[src/rtl/mxrv_csr_access_pkg.sv]
// Shared constants for the Zicsr access unit: SYSTEM opcode, funct3 codes,
// FSM state encoding and CSR address map shared with mxrv_csr_reg.
package mxrv_csr_access_pkg;

    localparam logic RstEnable = 1'b1;

    localparam logic [6:0] OpcSystem = 7'b1110011;

    localparam logic [2:0] F3Csrrw  = 3'b001;
    localparam logic [2:0] F3Csrrs  = 3'b010;
    localparam logic [2:0] F3Csrrc  = 3'b011;
    localparam logic [2:0] F3Csrrwi = 3'b101;
    localparam logic [2:0] F3Csrrsi = 3'b110;
    localparam logic [2:0] F3Csrrci = 3'b111;

    localparam logic [1:0] AluWrite = 2'b01;
    localparam logic [1:0] AluSet   = 2'b10;
    localparam logic [1:0] AluClear = 2'b11;

    localparam logic [11:0] CsrMstatus  = 12'h300;
    localparam logic [11:0] CsrMtvec    = 12'h305;
    localparam logic [11:0] CsrMscratch = 12'h340;
    localparam logic [11:0] CsrMepc     = 12'h341;
    localparam logic [11:0] CsrCycle    = 12'hC00;
    localparam logic [11:0] CsrMhartid  = 12'hF14;

    typedef enum logic [2:0] {
        StIdle  = 3'd0,
        StRead  = 3'd1,
        StCapt  = 3'd2,
        StWrite = 3'd3,
        StErr   = 3'd4
    } csr_state_e;

    // Top two address bits 2'b11 mark a read-only CSR.
    function automatic logic csr_is_ro(input logic [11:0] addr);
        return addr[11:10] == 2'b11;
    endfunction

endpackage

[src/rtl/mxrv_csr_access_if.sv]
// Read/write port between the CSR access unit (master) and the CSR file (slave).
interface mxrv_csr_access_if #(
    parameter int unsigned XLEN   = 32,
    parameter int unsigned CSR_AW = 12
);
    logic [CSR_AW-1:0] csr_addr;
    logic              csr_we;
    logic [XLEN-1:0]   csr_wdata;
    logic [XLEN-1:0]   csr_rdata;

    modport master (output csr_addr, output csr_we, output csr_wdata, input csr_rdata);
    modport slave  (input csr_addr, input csr_we, input csr_wdata, output csr_rdata);
endinterface

[src/rtl/mxrv_csr_alu.sv]
// Combinational read-modify-write datapath for CSRRW/CSRRS/CSRRC.
module mxrv_csr_alu
    import mxrv_csr_access_pkg::*;
#(
    parameter int unsigned XLEN = 32
) (
    input  logic [1:0]      f3_i,
    input  logic [XLEN-1:0] old_i,
    input  logic [XLEN-1:0] operand_i,
    output logic [XLEN-1:0] new_o
);

    always_comb begin
        new_o = operand_i;
        case (f3_i)
            AluSet:   new_o = old_i | operand_i;
            AluClear: new_o = old_i & ~operand_i;
            default:  new_o = operand_i;
        endcase
    end

endmodule

[src/rtl/mxrv_csr_access.sv]
// Zicsr execute-stage unit: sequences READ -> CAPT -> WRITE against the CSR file
// and returns the old CSR value for rd writeback.
module mxrv_csr_access
    import mxrv_csr_access_pkg::*;
#(
    parameter int unsigned XLEN   = 32,
    parameter int unsigned CSR_AW = 12
) (
    input  logic                clk,
    input  logic                rst,
    input  logic                req_valid_i,
    output logic                req_ready_o,
    input  logic [31:0]         inst_i,
    input  logic [XLEN-1:0]     rs1_data_i,
    input  logic                flush_i,
    mxrv_csr_access_if.master   csr_bus,
    output logic                done_o,
    output logic                illegal_o,
    output logic                rd_we_o,
    output logic [4:0]          rd_addr_o,
    output logic [XLEN-1:0]     rd_wdata_o
);

    csr_state_e        state_q;
    logic [4:0]        rd_q;
    logic [1:0]        alu_op_q;
    logic [XLEN-1:0]   operand_q;
    logic              wr_en_q;
    logic [CSR_AW-1:0] csr_addr_q;
    logic              csr_we_q;
    logic [XLEN-1:0]   csr_wdata_q;
    logic              done_q;
    logic              illegal_q;
    logic              rd_we_q;
    logic [4:0]        rd_addr_q;
    logic [XLEN-1:0]   rd_wdata_q;

    logic [2:0]      dec_f3;
    logic            dec_wr_en;
    logic            dec_illegal;
    logic [XLEN-1:0] dec_operand;
    logic [XLEN-1:0] alu_new;

    // Set/clear with a zero source is a pure read, so it is legal on read-only CSRs.
    always_comb begin
        dec_f3      = inst_i[14:12];
        dec_wr_en   = (dec_f3[1:0] == AluWrite) || (inst_i[19:15] != 5'd0);
        dec_illegal = (inst_i[6:0] != OpcSystem) || (dec_f3[1:0] == 2'b00) ||
                      (dec_wr_en && csr_is_ro(inst_i[31:20]));
        dec_operand = dec_f3[2] ? XLEN'(inst_i[19:15]) : rs1_data_i;
    end

    mxrv_csr_alu #(
        .XLEN (XLEN)
    ) u_alu (
        .f3_i      (alu_op_q),
        .old_i     (csr_bus.csr_rdata),
        .operand_i (operand_q),
        .new_o     (alu_new)
    );

    always_ff @(posedge clk) begin
        if (rst == RstEnable) begin
            state_q     <= StIdle;
            rd_q        <= '0;
            alu_op_q    <= '0;
            operand_q   <= '0;
            wr_en_q     <= 1'b0;
            csr_addr_q  <= '0;
            csr_we_q    <= 1'b0;
            csr_wdata_q <= '0;
            done_q      <= 1'b0;
            illegal_q   <= 1'b0;
            rd_we_q     <= 1'b0;
            rd_addr_q   <= '0;
            rd_wdata_q  <= '0;
        end else begin
            done_q    <= 1'b0;
            illegal_q <= 1'b0;
            rd_we_q   <= 1'b0;
            csr_we_q  <= 1'b0;
            unique case (state_q)
                StIdle: begin
                    if (req_valid_i && !flush_i) begin
                        rd_q      <= inst_i[11:7];
                        alu_op_q  <= dec_f3[1:0];
                        operand_q <= dec_operand;
                        wr_en_q   <= dec_wr_en;
                        if (dec_illegal) begin
                            state_q   <= StErr;
                            done_q    <= 1'b1;
                            illegal_q <= 1'b1;
                        end else begin
                            state_q    <= StRead;
                            csr_addr_q <= CSR_AW'(inst_i[31:20]);
                        end
                    end
                end
                StRead: begin
                    if (flush_i) begin
                        state_q    <= StIdle;
                        csr_addr_q <= '0;
                    end else begin
                        state_q <= StCapt;
                    end
                end
                StCapt: begin
                    if (flush_i) begin
                        state_q    <= StIdle;
                        csr_addr_q <= '0;
                    end else begin
                        // Read data arrives this cycle; it is both the rd value and the ALU input.
                        state_q     <= StWrite;
                        csr_we_q    <= wr_en_q;
                        csr_wdata_q <= alu_new;
                        done_q      <= 1'b1;
                        rd_we_q     <= (rd_q != 5'd0);
                        rd_addr_q   <= rd_q;
                        rd_wdata_q  <= csr_bus.csr_rdata;
                    end
                end
                StWrite: begin
                    state_q     <= StIdle;
                    csr_addr_q  <= '0;
                    csr_wdata_q <= '0;
                    rd_addr_q   <= '0;
                    rd_wdata_q  <= '0;
                end
                StErr: begin
                    state_q <= StIdle;
                end
                default: begin
                    state_q <= StIdle;
                end
            endcase
        end
    end

    assign req_ready_o       = (state_q == StIdle);
    assign csr_bus.csr_addr  = csr_addr_q;
    assign csr_bus.csr_we    = csr_we_q;
    assign csr_bus.csr_wdata = csr_wdata_q;
    assign done_o            = done_q;
    assign illegal_o         = illegal_q;
    assign rd_we_o           = rd_we_q;
    assign rd_addr_o         = rd_addr_q;
    assign rd_wdata_o        = rd_wdata_q;

endmodule
[src/flat_wrapper.sv]
// flat-port wrapper written by rule: the top's interface ports become plain ports
module mxrv_csr_access_flat import mxrv_csr_access_pkg::*;
#(
    parameter int unsigned XLEN   = 32,
    parameter int unsigned CSR_AW = 12
)
  (clk, rst, req_valid_i, req_ready_o, inst_i, rs1_data_i, flush_i, done_o, illegal_o, rd_we_o, rd_addr_o, rd_wdata_o, csr_bus_csr_addr, csr_bus_csr_we, csr_bus_csr_wdata, csr_bus_csr_rdata);
  mxrv_csr_access_if #(.XLEN(XLEN), .CSR_AW(CSR_AW)) csr_bus_i ();
  input  logic clk;
  input  logic rst;
  input  logic req_valid_i;
  output logic req_ready_o;
  input  logic [31:0] inst_i;
  input  logic [XLEN-1:0] rs1_data_i;
  input  logic flush_i;
  output logic done_o;
  output logic illegal_o;
  output logic rd_we_o;
  output logic [4:0] rd_addr_o;
  output logic [XLEN-1:0] rd_wdata_o;
  output wire logic [$bits(csr_bus_i.csr_addr)-1:0] csr_bus_csr_addr;
  output wire logic [$bits(csr_bus_i.csr_we)-1:0] csr_bus_csr_we;
  output wire logic [$bits(csr_bus_i.csr_wdata)-1:0] csr_bus_csr_wdata;
  input wire logic [$bits(csr_bus_i.csr_rdata)-1:0] csr_bus_csr_rdata;
  assign csr_bus_csr_addr = csr_bus_i.csr_addr;
  assign csr_bus_csr_we = csr_bus_i.csr_we;
  assign csr_bus_csr_wdata = csr_bus_i.csr_wdata;
  assign csr_bus_i.csr_rdata = csr_bus_csr_rdata;
  mxrv_csr_access #(.XLEN(XLEN), .CSR_AW(CSR_AW)) u_core (.clk(clk), .rst(rst), .req_valid_i(req_valid_i), .req_ready_o(req_ready_o), .inst_i(inst_i), .rs1_data_i(rs1_data_i), .flush_i(flush_i), .csr_bus(csr_bus_i), .done_o(done_o), .illegal_o(illegal_o), .rd_we_o(rd_we_o), .rd_addr_o(rd_addr_o), .rd_wdata_o(rd_wdata_o));
endmodule
[config.mk]
export PLATFORM = sky130hd
export DESIGN_NAME = mxrv_csr_access_flat
export DESIGN_NICKNAME = d
export VERILOG_FILES = /design/src/rtl/mxrv_csr_access_pkg.sv /design/src/rtl/mxrv_csr_access_if.sv /design/src/rtl/mxrv_csr_alu.sv /design/src/rtl/mxrv_csr_access.sv /design/src/flat_wrapper.sv
export SDC_FILE = /design/constraint.sdc
export NUM_CORES = 1
export LEC_CHECK = 0
export ABC_AREA = 1
export BUFFER_PORTS_ARGS = -buffer_cell sky130_fd_sc_hd__buf_4
export CAP_MARGIN = 15
export CORE_MARGIN = 5
export CORE_UTILIZATION = 51
export CTS_BUF_LIST = sky130_fd_sc_hd__clkbuf_4
export CTS_CLUSTER_DIAMETER = 50
export DETAILED_ROUTE_END_ITERATION = 12
export PLACE_DENSITY = 0.78
export SLEW_MARGIN = 5
export SYNTH_ARGS = -nofsm -noshare
export SYNTH_HDL_FRONTEND = slang
export SYNTH_SLANG_ARGS = --single-unit
export TNS_END_PERCENT = 100
[constraint.sdc]
create_clock -name clk -period 1.79 [get_ports clk]
set_input_delay 0.2685 -clock clk [delete_from_list [all_inputs] [get_ports clk]]
set_output_delay 0.2685 -clock clk [all_outputs]
set_load 0.02 [all_outputs]
## Word-level counts from Yosys, hierarchy flattened

Cells that the tools add are included.

- Memory bits (read-only): 0
- Bits of input ports: 100
- Logic and storage cells: 69
- Memories: 0
- Bits in writable memories: 0
- Register bits: 128
- Latch bits: 0

- $mul: 0
- Bitwise gates (word level): 5
- Reduce and logical (&&, ||, !) cells: 18
- Div/mod/pow operators: 0
- Shift-type cells: 0
- $lt $le $gt $ge: 0
- Add/subtract/negate cells: 0
- Eq/ne operators: 12
- Mux-type cells: 21

Operators by type and width:

| cell | number |
|---|---|
| $pmux 32 s2 | 3 |
| $mux 32 | 3 |
| $mux 12 | 3 |
| $pmux 12 s3 | 1 |
| $and 32x32->32 | 1 |
| $not 32->32 | 1 |
| $or 32x32->32 | 1 |
| $pmux 5 s2 | 1 |
| $reduce_bool 5->1 | 2 |
| $pmux 3 s3 | 1 |
| $ne 7x7->1 const B | 1 |
| $eq 2x2->1 const B | 3 |
| $eq 3x2->1 const B | 2 |
| $mux 3 | 2 |
| $mux 5 | 1 |
| $mux 2 | 2 |
| $ne 2x1->1 const B | 2 |
| $ne 2x2->1 const B | 2 |
| $reduce_and 2->1 | 2 |
| $reduce_and 4->1 | 1 |
| $reduce_or 2->1 | 2 |
| $eq 3x1->1 const B | 1 |
| $logic_not 3->1 | 1 |
| $logic_or 1x1->1 | 3 |
| 10 further kinds | 14 |

## Longest topological paths before layout

- Word-level depth: 7
- Depth in mapped cells: 10
- Mapped depth without buffers: 10

## Cells and area by module

From an unflattened synthesis, not the netlist that was laid out.

- Cell total of the unflattened synthesis: 755
- Area total of the unflattened synthesis: 5606.6 um2

Modules (own cells, without submodules):

| module | seq. area each (um2) | cells each | area an instance (um2) | instances |
|---|---|---|---|---|
| mxrv_csr_access | 2562.5 | 619 | 4969.8 | 1 |
| mxrv_csr_alu | 0.0 | 136 | 636.9 | 1 |

## Worst setup path before layout

Ideal clock, no wire load.

- Path type: register to register
- From: register u_core.state_q[1]
- To: register u_core.operand_q[21]
- Stages on the path, launching flop included: 7
- Clock period less this slack: 1.577 ns
- Arrival: 1.431 ns
- Slack: 0.213 ns
- Data required time: 1.643 ns
- Path through: dfxtp_1 nor3_2 nand2_2 buf_6 buf_2 a21oi_1 a211oi_2

- Cells in the longest elaborated chain, start to end: 2

Ends and longest elaborated chain:

| element | RTL line | text |
|---|---|---|
| start, declared | mxrv_csr_access.sv:24 | `csr_state_e state_q;` |
| start signal, assigned | mxrv_csr_access.sv:64 | `state_q <= StIdle;` |
| start signal, assigned | mxrv_csr_access.sv:90 | `state_q <= StErr;` |
| start signal, assigned | mxrv_csr_access.sv:94 | `state_q <= StRead;` |
| $logic_not 3->1 | - |  |
| net req_ready_o | flat_wrapper.sv:12 | `output logic req_ready_o;` |
| $reduce_and 2->1 (no source line) | - |  |
| end signal, assigned | mxrv_csr_access.sv:87 | `operand_q <= dec_operand;` |
| end, declared | mxrv_csr_access.sv:27 | `logic [XLEN-1:0] operand_q;` |

The timed path passes the listed nets, and every way through them passes these cells.
A chain may end at the register's enable or synchronous reset.

## Final worst setup path

- From: register u_core.state_q[2]
- To: output req_ready_o

- Cells in the longest elaborated chain, start to end: 1

Ends and longest elaborated chain:

| element | RTL line | text |
|---|---|---|
| $logic_not 3->1 | mxrv_csr_access.sv:139 | `assign req_ready_o = (state_q == StIdle);` |
| end, declared | flat_wrapper.sv:12 |  |

Every way passes these cells.

==> metrics.md <==
| Metric | Value |
|---|---|
| I/O pin total | about 190 |
| Synth cell types | 28 |
| Max Slew Vio Count | 0 |
| Share of cells above drive strength 1 | 30.9% |
| Gate Count Post-Synth | 662 |
| Area of the die | 12400 um2 |
| H-Tree Level Count | 4 |
| CP endpoint kind | output pin |
| Worst-Margin Slew | about 0.46 ns |
| PnR worst setup slack | about 0.13 ns |
| I/O Buffers | between 150 and 200 |
| Crit Path Max Fanout | 4 |
| ANT cells | 0 |
| P&R area growth vs syn | 35.8% |
| CTS root buf | clkbuf_4 |
| Worst hold path type | input pin to register |
| Die height | roughly 110 um |
| Leading cell type in the layout, fill and taps excluded | buf_4 |
| Drt total wl | ~16000 um |
| Core area | 10200 um2 |
| Peak supply drop | roughly 0.0004 V |
| 1st-iter DRT viols | about 380 |
| Final hold vios | 0 |
| Worst Setup SP | u_core.state_q[2] |
| Minimum clock period | 1.66 ns |
| Max Root-Sink Buffers | 2 |
| Crit path kind | register to output pin |
| Clock latency at the later pin of the worst-skew pair | 0.49 ns |
| Crit path required time | roughly 1.5 ns |
| Syn nets | about 760 |
| Final Hold Slack | between 0.03 and 0.04 ns |
| Startpoint types | register |
| Flops & latches, synth | between 100 and 150 |
| Critical Path Max Stage Delay | approximately 0.37 ns |
| Total negative slack | 0 ns |
| R2R Setup Slk | ~0.19 ns |
| Worst-path clk slew | 0.11 ns |
| Grt total ovfl | 0 |
| Register area | roughly 2600 um2 |
| Routed via count | between 5k and 6k |
| Post-Syn Area | 5250 um2 |
| DP Worst Slack | 0.0686 ns |
| Seq/Total Area, Yosys | 48.8% |
| Starting Density | around half |
| Worst Skew | around 0.022 ns |
| Critical-path cell list | nor3_4, buf_4, buf_4 |
| Critical Path Most Common Cell | buf_4 |
| Slowest cell on crit path | dfxtp_1 |
| Worst hold start | csr_bus_csr_rdata[17] |
| Routability cong. | about 0.94 |
| Number of global-route vias before repair | 5372 |
| Fin crit share | around 93% |
| DP HPWL | between 10000 and 15000 um |
| Max_slew headroom | between 60% and 70% |
| Multi-input logic area | 2210 um2 |
| Pre-antenna DRT Iters | 5 |
| Max-Cap Viols | 0 |
| Setup violators final | 0 |
| # rows | 37 |
| Worst EP arrival | approximately 1.4 ns |
| First-pass GRT wire length | 25900 um |
| Vias per cell | around 5.4 |
| All-Layer GR Usage | between 20 and 30% |
| CTS buffer count | 17 |
| Final #Nets | between 900 and 1k |
| CTS tree | yes |
| Status | finished, final reports clean |
| Yosys warning count | 0 |
| P per Cell Area | ~740 nW/um2 |
| WL/cell | between 15 and 20 um |
| Fill cell count | roughly 870 |
| Most frequent cells in the layout | buf_4, dfxtp_1, nand2_1 |
| Overall Power | ~5.3 mW |
| Chip Width | about 110 um |
| Worst r2r src | u_core.state_q[2] |
| Max frequency | about 0.60 GHz |
| DRC viols | 0 |
| RSZ-0062 raised after global routing | false |
| Static leakage | roughly 3.2 nW |
| Clock sinks | ~130 |
| Initial antenna violation count | 0 |
| Largest net degree at the start of global routing | between 40 and 50 |
| Post-route ant nets | 0 |
| Avg Cell Area, Syn | 7.94 um2 |
## what timing repair did
item                                    CTS  global route
hold buffers                             11             1
endpoints found under the hold margin    11             1
endpoints found under the setup margin    0            39
buffers inserted                          0             2
gates resized for setup                   0             7
## through the flow
| stage | instance area (um2) | cells | utilization [%] |
|---|---|---|---|
| 2_1_floorplan | 5250 | 662 | - |
| 3_3_place_gp | 6750 | 954 | 66.3 |
| 4_1_cts | 7100 | 996 | 69.7 |
| 5_1_grt | 7140 | 999 | 70.1 |
| 6_report | 7140 | 999 | 70.1 |
| 3_5_place_dp | 6750 | 954 | 66.3 |
## report_power, final
group / internal, mW / switching [mW]
clock network: 0.696 / 1.03
registers: 2.91 / 0.0378
logic: 0.291 / 0.319
total: 3.90 / 1.39
## synthesized netlist by cell type
cell | number | area [um2]
nand3_1 | 82 | 410
a21oi_1 | 76 | 380
buf_4 | 7 | 52.6
nor2_1 | 41 | 154
o211ai_1 | 4 | 30.0
nand2_2 | 1 | 6.26
o21ai_1 | 34 | 170
dfxtp_1 | 128 | 2560
nor2_4 | 2 | 22.5
a211oi_2 | 15 | 188
nor3_2 | 1 | 10.0
buf_1 | 1 | 3.75
inv_2 | 7 | 26.3
clkbuf_1 | 19 | 71.3
o21bai_1 | 2 | 15.0
nor3b_1 | 5 | 37.5
clkinv_1 | 1 | 3.75
nand2_1 | 93 | 349
a211o_1 | 4 | 35.0
buf_2 | 16 | 80.1
inv_1 | 53 | 199
o21ai_0 | 31 | 155
buf_6 | 5 | 56.3
a31oi_1 | 16 | 100
o31ai_1 | 12 | 90.1
nor3_1 | 2 | 10.0
nand3_2 | 2 | 20.0
a211oi_1 | 2 | 15.0
## routing by layer
layer | GRT usage, % | vias to the layer above | share of wire, %
met5 | 0 | - | 0
met1 | 31.4 | 2476 | 41
met3 | 7.50 | 39 | 8.3
li1 | - | 2634 | -
met4 | 10.6 | 0 | 3.0
met2 | 41.4 | 237 | 48
## final timing paths
path,to,cells after the start
worst max-delay path,req_ready_o,3
worst min-delay path,u_core.rd_wdata_o[17],3
worst max register to register,u_core.rd_addr_o[0],7
worst min register to register,u_core.csr_bus.csr_wdata[26],2
## area by class of cell
| type | instances | share of cell area [%] |
|---|---|---|
| Inverter | 61 | 3.28 |
| Sequential cell | 128 | 35.9 |
| Timing Repair Buffer | 218 | 24.1 |
| Multi-Input combinational cell | 425 | 31.0 |
| Clock buffer | 19 | 2.00 |
| Clock inverter | 12 | 1.35 |
| Tap cell | 136 | 2.38 |
## state kept, by name, indices dropped and copies added, names as in the netlist
name	cells
u_core.alu_op_q	2
u_core.csr_bus.csr_addr	12
u_core.csr_bus.csr_wdata	32
u_core.csr_bus.csr_we	1
u_core.done_o	1
u_core.illegal_o	1
u_core.operand_q	32
u_core.rd_addr_o	5
u_core.rd_q	5
u_core.rd_wdata_o	32
u_core.rd_we_o	1
u_core.state_q	3
u_core.wr_en_q	1
## kinds of logic after synthesis
family                 after synthesis  synth area share, %
flip-flops                         128                 48.8
AO/OA/AOI/OAI                      196                 22.4
AND/OR/NAND/NOR                    229                 19.4
buffers and inverters              109                 9.38
## critical path: cells and delay by family (launching register included)
kind / cells / cell delay [ns]
buffers and inverters: 2 / 0.29
AND/OR/NAND/NOR: 1 / 0.23
flip-flops: 1 / 0.37
Power figures use the tool's default switching activity.
